File: src/rtl/range_sum_pkg.sv
// -----------------------------------------------------------------------------
// range_sum_pkg
// Shared types and constants for the range-sum scheduler and its engine.
//   state_t     : scheduler FSM states (IDLE, ISSUE, WAIT, RESP)
//   LANES       : number of 4-bit lanes in the engine's input word
//   LANE_W      : width of one lane
//   IDX_W       : width of a lane index (lo/hi bound)
//   SUM_W       : width of a range sum (8 lanes of 4 bits, max 120)
//   DEF_TIMEOUT : default engine-cycle budget per job (timeout build only)
// -----------------------------------------------------------------------------
package range_sum_pkg;

  localparam int LANES       = 8;
  localparam int LANE_W      = 4;
  localparam int IDX_W       = $clog2(LANES);
  localparam int SUM_W       = LANE_W + IDX_W + 1;
  localparam int DEF_TIMEOUT = 16;

  typedef enum logic [1:0] {
    IDLE,
    ISSUE,
    WAIT,
    RESP
  } state_t;

endpackage

File: src/rtl/range_sum_sched_rr_arbiter.sv
// -----------------------------------------------------------------------------
// rr_arbiter
// Purely combinational round-robin pick: grants the first set request at or
// above rr_ptr, searching upward and wrapping past NREQ-1 back to 0. The
// pointer register itself lives in the caller.
//   req       : per-requester request vector
//   rr_ptr    : requester with highest priority this cycle
//   grant     : one-hot grant, zero when no request is set
//   grant_idx : encoded grant index (0 when no request is set)
//   any_valid : at least one request is set
// -----------------------------------------------------------------------------
module rr_arbiter #(
  parameter int  NREQ = 4,
  localparam int ID_W = $clog2(NREQ)
) (
  input  logic [NREQ-1:0] req,
  input  logic [ID_W-1:0] rr_ptr,
  output logic [NREQ-1:0] grant,
  output logic [ID_W-1:0] grant_idx,
  output logic            any_valid
);

  always_comb begin
    // NOTE: every output gets a default before any conditional write; a path
    // that leaves one unassigned would infer a latch.
    grant     = '0;
    grant_idx = '0;
    any_valid = |req;
    // Walk offsets from farthest to nearest so the nearest set request to
    // rr_ptr is the last write and therefore wins.
    for (int i = NREQ - 1; i >= 0; i--) begin
      if (req[(int'(rr_ptr) + i) % NREQ]) begin
        grant                                = '0;
        grant[(int'(rr_ptr) + i) % NREQ]     = 1'b1;
        grant_idx                            = ID_W'((int'(rr_ptr) + i) % NREQ);
      end
    end
  end

endmodule

File: src/rtl/range_sum_sched.sv
// -----------------------------------------------------------------------------
// range_sum_sched
// Shares one sequential range-sum engine among NREQ requesters. A request
// carries two unordered bounds; the scheduler picks a requester round-robin,
// orders the bounds into lo/hi, pulses eng_start, waits for eng_done and
// returns the engine's sum on a single response channel tagged with the
// requester id. One job is in flight at a time.
//
// Optional build macro: RANGE_SUM_SCHED_TIMEOUT_EN
//   When defined, a job whose engine has not reported done after TIMEOUT
//   WAIT cycles is answered with rsp_err = 1 and rsp_sum = 0. When undefined,
//   WAIT lasts until eng_done and rsp_err is tied to 0.
//
// Ports
//   clk, rst     : clock; asynchronous active-high reset
//   req_valid    : per-requester valid
//   req_ready    : per-requester accept, one-hot or zero, only in IDLE
//   req_bound_a  : packed first bound, requester k at [k*IDX_W +: IDX_W]
//   req_bound_b  : packed second bound, same packing
//   rsp_valid    : response valid, held until rsp_ready
//   rsp_ready    : response accept
//   rsp_id       : requester being answered
//   rsp_sum      : range sum
//   rsp_err      : job aborted by timeout
//   eng_start    : one-cycle start pulse to the engine
//   eng_lo/hi    : ordered bounds, stable from ISSUE through WAIT
//   eng_done     : engine completion pulse
//   eng_sum      : engine result, valid with eng_done
//   busy         : scheduler is not in IDLE
// -----------------------------------------------------------------------------
module range_sum_sched #(
  parameter int  NREQ    = 4,
  parameter int  IDX_W   = range_sum_pkg::IDX_W,
  parameter int  SUM_W   = range_sum_pkg::SUM_W,
  parameter int  TIMEOUT = range_sum_pkg::DEF_TIMEOUT,
  localparam int ID_W    = $clog2(NREQ)
) (
  input  logic                  clk,
  input  logic                  rst,
  input  logic [NREQ-1:0]       req_valid,
  output logic [NREQ-1:0]       req_ready,
  input  logic [NREQ*IDX_W-1:0] req_bound_a,
  input  logic [NREQ*IDX_W-1:0] req_bound_b,
  output logic                  rsp_valid,
  input  logic                  rsp_ready,
  output logic [ID_W-1:0]       rsp_id,
  output logic [SUM_W-1:0]      rsp_sum,
  output logic                  rsp_err,
  output logic                  eng_start,
  output logic [IDX_W-1:0]      eng_lo,
  output logic [IDX_W-1:0]      eng_hi,
  input  logic                  eng_done,
  input  logic [SUM_W-1:0]      eng_sum,
  output logic                  busy
);

  import range_sum_pkg::*;

  if (NREQ < 2 || NREQ > 8 || TIMEOUT < 1) begin : g_bad_params
    $error("range_sum_sched: NREQ must be 2..8 and TIMEOUT at least 1");
  end

  state_t             state_q, state_d;
  logic [NREQ-1:0]    grant;
  logic [ID_W-1:0]    grant_idx;
  logic               any_valid;
  logic [ID_W-1:0]    rr_ptr_q;
  logic [ID_W-1:0]    id_q;
  logic [IDX_W-1:0]   lo_q, hi_q;
  logic [IDX_W-1:0]   a_sel, b_sel;
  logic               rsp_valid_q;
  logic [SUM_W-1:0]   rsp_sum_q;
  logic               hs;
  logic               timeout_hit;

  rr_arbiter #(.NREQ(NREQ)) u_arb (
    .req       (req_valid),
    .rr_ptr    (rr_ptr_q),
    .grant     (grant),
    .grant_idx (grant_idx),
    .any_valid (any_valid)
  );

  // Ready is gated by rst so it reads 0 while reset is held even though the
  // state register already sits in IDLE.
  assign req_ready = (state_q == IDLE && !rst) ? grant : '0;
  assign hs        = |(req_valid & req_ready);

  // Bounds of the granted requester.
  always_comb begin
    a_sel = '0;
    b_sel = '0;
    for (int k = 0; k < NREQ; k++) begin
      if (grant_idx == ID_W'(k)) begin
        a_sel = req_bound_a[k*IDX_W +: IDX_W];
        b_sel = req_bound_b[k*IDX_W +: IDX_W];
      end
    end
  end

  // ---------------------------------------------------------------------------
  // Optional WAIT-cycle watchdog
  // ---------------------------------------------------------------------------
`ifdef RANGE_SUM_SCHED_TIMEOUT_EN
  localparam int CNT_W = $clog2(TIMEOUT + 1);

  logic [CNT_W-1:0] cnt_q;
  logic             rsp_err_q;

  // cnt_q is 0 in the first WAIT cycle, so it equals TIMEOUT-1 in the
  // TIMEOUT-th WAIT cycle, which is when the job is abandoned.
  assign timeout_hit = (state_q == WAIT) && (cnt_q == CNT_W'(TIMEOUT - 1));

  always_ff @(posedge clk or posedge rst) begin
    if (rst) begin
      cnt_q     <= '0;
      rsp_err_q <= 1'b0;
    end else begin
      if (state_q == ISSUE)     cnt_q <= '0;
      else if (state_q == WAIT) cnt_q <= cnt_q + 1'b1;

      // eng_done wins over a coincident timeout.
      if (state_q == WAIT && eng_done) rsp_err_q <= 1'b0;
      else if (timeout_hit)            rsp_err_q <= 1'b1;
    end
  end

  assign rsp_err = rsp_err_q;
`else
  assign timeout_hit = 1'b0;
  assign rsp_err     = 1'b0;
`endif

  // ---------------------------------------------------------------------------
  // FSM
  // ---------------------------------------------------------------------------
  always_ff @(posedge clk or posedge rst) begin
    // NOTE: sequential state uses non-blocking assignments so every register
    // samples pre-edge values regardless of process evaluation order.
    if (rst) state_q <= IDLE;
    else     state_q <= state_d;
  end

  always_comb begin
    state_d = state_q;
    unique case (state_q)
      IDLE:    if (hs)                      state_d = ISSUE;
      ISSUE:                                state_d = WAIT;
      WAIT:    if (eng_done || timeout_hit) state_d = RESP;
      RESP:    if (rsp_ready)               state_d = IDLE;
      default:                              state_d = IDLE;
    endcase
  end

  // ---------------------------------------------------------------------------
  // Job and response registers
  // ---------------------------------------------------------------------------
  always_ff @(posedge clk or posedge rst) begin
    if (rst) begin
      rr_ptr_q    <= '0;
      id_q        <= '0;
      lo_q        <= '0;
      hi_q        <= '0;
      rsp_valid_q <= 1'b0;
      rsp_sum_q   <= '0;
    end else begin
      if (hs) begin
        id_q     <= grant_idx;
        lo_q     <= (a_sel < b_sel) ? a_sel : b_sel;
        hi_q     <= (a_sel < b_sel) ? b_sel : a_sel;
        rr_ptr_q <= (grant_idx == ID_W'(NREQ - 1)) ? '0 : grant_idx + 1'b1;
      end

      if (state_q == WAIT && eng_done) begin
        rsp_sum_q   <= eng_sum;
        rsp_valid_q <= 1'b1;
      end else if (timeout_hit) begin
        rsp_sum_q   <= '0;
        rsp_valid_q <= 1'b1;
      end else if (state_q == RESP && rsp_ready) begin
        rsp_valid_q <= 1'b0;
      end
    end
  end

  assign rsp_valid = rsp_valid_q;
  assign rsp_id    = id_q;
  assign rsp_sum   = rsp_sum_q;
  assign eng_start = (state_q == ISSUE);
  assign eng_lo    = lo_q;
  assign eng_hi    = hi_q;
  assign busy      = (state_q != IDLE);

endmodule

File: config.mk
export PLATFORM = sky130hd
export DESIGN_NAME = range_sum_sched
export DESIGN_NICKNAME = d
export VERILOG_FILES = /design/src/rtl/range_sum_pkg.sv /design/src/rtl/range_sum_sched_rr_arbiter.sv /design/src/rtl/range_sum_sched.sv
export SDC_FILE = /design/constraint.sdc
export NUM_CORES = 1
export LEC_CHECK = 0
export ABC_CLOCK_PERIOD_IN_PS = 7750
export BUFFER_PORTS_ARGS = -buffer_cell sky130_fd_sc_hd__buf_2
export CORE_AREA = 4 4 63 65
export DETAILED_ROUTE_END_ITERATION = 10
export DIE_AREA = 0 0 67 69
export GPL_TIMING_DRIVEN = 0
export PLACE_DENSITY = 0.84
export SLEW_MARGIN = 0
export SYNTH_ARGS = -nofsm -noshare
export SYNTH_HDL_FRONTEND = slang
export SYNTH_SLANG_ARGS = --single-unit
File: constraint.sdc
create_clock -name clk -period 7.75 [get_ports clk]
set_input_delay 1.1625 -clock clk [delete_from_list [all_inputs] [get_ports clk]]
set_output_delay 1.1625 -clock clk [all_outputs]
set_load 0.01 [all_outputs]
# Yosys cells after proc, flatten, opt, wreduce, memory -nomap -nowiden
# Cells that the tools add are included.
# word_totals
elab_cells,95
output_inout_bits,24
ff_bits,21
# classes
order_cmp,9
add_sub_neg,4
n_eq_ne,9
reduce_logical,17
n_bitwise,4
muxes,45
# ops
operator,n
3-bit two-way mux,10
4-bit two-way mux,5
2-bit two-way mux,8
1-bit two-way mux,13
"3-bit by 4-bit less-than comparator with 1-bit output, second input constant",3
"3-bit by 1-bit greater-or-equal comparator with 1-bit output, second input constant",3
1-bit binary-select mux with 2-bit select,4
1-bit demux with 2-bit select,4
"2-bit equality test, second input constant",4
2-bit one-hot mux with 4 select lines,1
1-bit logical AND,7
"2-bit != test, second input constant",3
2-bit OR reduction,3
"2-bit by 1-bit adder with 2-bit output, second input constant",2
"2-bit adder, second input constant",2
4-bit bitwise AND,1
"2-bit by 1-bit equality test with 1-bit output, second input constant",2
2-bit zero test,2
2-bit nonzero test,2
4-bit OR reduction,1
"1-bit bitwise AND, first input constant",3
"2-bit by 3-bit less-than comparator with 1-bit output, second input constant",1
3-bit less-than comparator,1
3-bit AND reduction,1
2 further kinds,2

# Logic depth before layout (Yosys ltp)
# logic_depth
word_depth,17
mapped_depth,21

# Cells and area by module
# From an unflattened synthesis, not the netlist that was laid out.
# hier_totals
cells_unflattened,217
hier_area_um2,1948.1
# by_module_without_submodules
mod,area_per_inst_um2,cells_per_inst,seq_area_each_um2,n_inst
range_sum_sched,1452.6,150,525.5,1
rr_arbiter,495.5,67,0.0,1

# Least setup slack after synthesis
# No wires, ideal clock.
# synth_timing
path_kind,in2reg
from,input req_valid[3]
to,"register hi_q[0], in the netlist eng_hi[0]"
cell_stages,15
setup_time_ps,95
n_path_buf,0
arrival_time_ps,3937
t_required_ps,7655
setup_slack_ps,3718
path_cell_list,mux2_2 > mux2i_1 > nand2_1 > a211o_2 > ha_1 > nor2b_1 > a22oi_1 > nor2_1 > a21oi_1 > o21ai_0 > ha_1 > o31ai_1 > a21o_1 > a21oi_1 > o31ai_1
# synth_between
elab_chain_cells,14
word_cells_on_any_way,36
# synth_lines
item,line,rtl
"start, declared",range_sum_sched.sv:40,"input logic [NREQ-1:0] req_valid,"
1-bit binary-select mux with 2-bit select,range_sum_sched_rr_arbiter.sv:32,if (req[(int'(rr_ptr) + i) % NREQ]) begin
1-bit two-way mux (implied by the code) (2 in series),range_sum_sched_rr_arbiter.sv:32,
2-bit two-way mux (3 in series),range_sum_sched_rr_arbiter.sv:32,
2-bit two-way mux *,range_sum_sched_rr_arbiter.sv:32,
net grant_idx[0],range_sum_sched.sv:65,logic [ID_W-1:0] grant_idx;
2-bit zero test,range_sum_sched.sv:94,if (grant_idx == ID_W'(k)) begin
3-bit two-way mux (4 in series),range_sum_sched.sv:94,
3-bit less-than comparator,range_sum_sched.sv:170,hi_q <= (a_sel < b_sel) ? b_sel : a_sel;
3-bit two-way mux *,range_sum_sched.sv:170,
"end signal, assigned",range_sum_sched.sv:170,
"end, declared",range_sum_sched.sv:69,"logic [IDX_W-1:0] lo_q, hi_q;"
# Mark *: on every way through the listed nets, which the timed path passes. The rest lies on a longest branch. The select of a mux whose other input is x is not followed.
# A chain may end at the register's enable or synchronous reset.

# Worst setup path in the final report
# Same ends and word-level chain as after synthesis.

==> impl_metrics.tcl <==
set metrics [dict create \
    run_status "complete, no violations" \
    cts_tree "yes" \
    p_leak_uw 0.001138 \
    drc 0 \
    grt_max_degree 22 \
    worstPathArrival_ps 4650 \
    grt.total_usage_pct 17.51 \
    finish.instance_area_um2 2198 \
    io_buffers 62 \
    rrSetupSlack_ps 3630 \
    avgViaCountPerCell 5.203 \
    vias 1592 \
    die_y_um 69 \
    drtIter0Drc 42 \
    holdBufCountCts 0 \
    nNetsFinal 322 \
    cts_resized 0 \
    path_cells "buf_2, mux2_2, mux2i_1, nand2_1, a211o_2, ha_1, nor2b_1, a22oi_1, nor2_1, a21oi_1, o21ai_0, ha_1, o31ai_1, a21o_1, a21oi_1, o31ai_1" \
    cts_max_level 1 \
    fin_setup_tns_ps 0 \
    period_minus_slack_ps 4438 \
    num_rows 21 \
    worst_slack_ps 3312 \
    cap_violations 0 \
    setup_viol 0 \
    final_cell_mix "buf_2 (62), ha_1 (21), dfrtp_1 (21)" \
    startpoint_type "primary input" \
    crit_slowest_cell "a211o_2" \
    die_x_um 67 \
    cts.sinks 21 \
    numCtsBuffers 3 \
    fin_skew_ps 4.298 \
    place_ws_ps 3064 \
    cp-end-kind "flip-flop" \
    fin_cells 306 \
    yosys_warnings 0 \
    diodes 0 \
    syn_area_per_cell_um2 9.300 \
    syn_nets 255 \
    post-route-period-util_pct 57.26 \
    area_growth_pct 21.84 \
    fmax_mhz 225.3 \
    holdCritPathClass "flip-flop to flip-flop" \
    placed_area_um2 2172 \
    drt_pre_antenna_iters 4 \
    path_clk_slew_ps 110 \
    ant_nets 0 \
    p_comb_share_pct 73.7 \
    power.share.clock_pct 5.5 \
    worstMarginPinSlew_ps 760.4 \
    io_pins 64 \
    initial_utilization_pct 54.07 \
    drive_above_1_share_pct 34.62 \
    cts_root_buffer "clkbuf_4" \
    worstSetupPathType "primary input to flip-flop" \
    ys_seq_elements 21 \
    intPower_uw 494.5 \
    clock_path_buffers 2 \
    hold_violations 0 \
    ys.flop_type "dfrtp_1" \
    final_common_cell "buf_2" \
    p_per_area_nw_per_um2 436.7 \
    routed_wl_um 4008 \
    wl_per_cell_um 13.10 \
    dpl.hpwl_um 3291 \
    relSlewSlack_pct 49.25 \
    grt_pass1_wl_um 6596 \
    synthArstFlopShare_pct 100.0 \
    place_congestion 0.9131 \
    seqPwrFrac_pct 20.9 \
    antenna_found_initial 0 \
    rsz0062_at_grt "false" \
    syn-cell-area_um2 1804 \
    yosysSeqAreaShare_pct 29.13 \
    dpl.cell_count 302 \
    core_um2 3337 \
    synth_cells 194 \
    grt_overflow 0 \
    ir_drop_mv 0.2719 \
    switching_share_pct 48.48 \
    post_cts_buffers 0 \
    critPathMaxStageDelay_ps 400 \
    synth.distinct_cells 33 \
    clk-insertion-delay-late_ps 300 \
    power_switching_uw 465.4 \
    cp.required_ps 7970 \
    synth_edf_count 0 \
    timing.hold.ws_ps 488.4 \
    crit_path_max_fanout 9 \
    slew_violations 0 \
    dieArea_um2 4623 \
    grt_pass1_vias 1546 \
]
==> per-stage QoR <==
| stage | total power [uW] | utilization (%) |
|---|---|---|
| 2_1_floorplan | 737.4 | - |
| 3_3_place_gp | 880.2 | 65.09 |
| 3_5_place_dp | 907.0 | 65.09 |
| 4_1_cts | 962.4 | 65.88 |
| 5_1_grt | 1061 | 65.88 |
| 6_report | 960.0 | 65.88 |
==> routing by layer <==
| metal | up-vias | global-route usage [%] | wire length, um | share of wire [%] |
|---|---|---|---|---|
| met5 | - | 0 | 0 | 0 |
| met4 | 0 | 5.856 | 38 | 0.95 |
| met3 | 4 | 1.461 | 268 | 6.7 |
| met2 | 56 | 31.11 | 1940 | 48 |
| met1 | 705 | 21.57 | 1760 | 44 |
| li1 | 827 | - | - | - |
==> synthesized netlist by cell type (6+ instances only) <==
master | number | area share, %
ha_1 | 21 | 15
dfrtp_1 | 21 | 29
mux2_2 | 14 | 8.7
inv_1 | 20 | 4.2
nor3_1 | 7 | 1.9
o31ai_1 | 6 | 2.5
nand2_1 | 19 | 4.0
a21oi_1 | 19 | 5.3
o21ai_0 | 9 | 2.5
nor2_1 | 8 | 1.7
==> worst max-delay path: cells and delay by family <==
family                     cells  cell delay (ps)
AOI/OAI and AO/OA              8             1510
muxes                          2              690
adders and majority gates      2              600
and+or+nand+nor                3              560
buffers and inverters          1              150
==> kinds of logic (layout without fill, tap and decap cells) <==
kind of cell	after synthesis	in the layout	share of synthesized area (%)
AOI/OAI and AO/OA	54	54	19.62
adders and majority gates	21	21	14.56
buffers and inverters	26	92	6.657
DFF	21	21	29.13
muxes	23	23	16.30
other	1	1	0.2078
and+or+nand+nor	48	48	13.52
==> worst paths after layout <==
| path | cells past startpoint | start | to |
|---|---|---|---|
| max reg2reg | 16 | rr_ptr_q[0]$_DFFE_PP0P_ | eng_hi[0]$_DFFE_PP0P_ |
| min | 2 | eng_hi[2]$_DFFE_PP0P_ | eng_hi[2]$_DFFE_PP0P_ |
| min reg2reg | 2 | eng_hi[2]$_DFFE_PP0P_ | eng_hi[2]$_DFFE_PP0P_ |
| max | 16 | req_valid[3] | eng_hi[0]$_DFFE_PP0P_ |
| max in group asynchronous | 2 | rst | rsp_id[0]$_DFFE_PP0P_ |
| min in group asynchronous | 2 | rst | rsp_sum[3]$_DFFE_PP0P_ |
==> final cells by class <==
class / instances / area (um2)
Fill cell: 288 / 1139
Timing Repair Buffer: 62 / 310.3
Multi-Input combinational cell: 147 / 1159
Clock buffer: 4 / 26.28
Tap cell: 46 / 57.56
Buffer: 6 / 45.04
Sequential cell: 21 / 525.5
Inverter: 20 / 75.07
==> registers in the layout, summed over array words and instances, names as in the netlist <==
signal     count
rr_ptr_q       2
eng_hi         3
eng_lo         3
rsp_id         2
rsp_sum        8
rsp_valid      1
state_q        2
==> power by group through the flow <==
stage	logic (uW)	registers (uW)	clock network (uW)
detailed placement	704	203	0
global placement	681	199	0
finish	707	200	52.3
floorplan	518	219	0
global route	795	209	57.3
CTS	708	201	53.5
No activity file was read; power rests on OpenSTA's default activity.
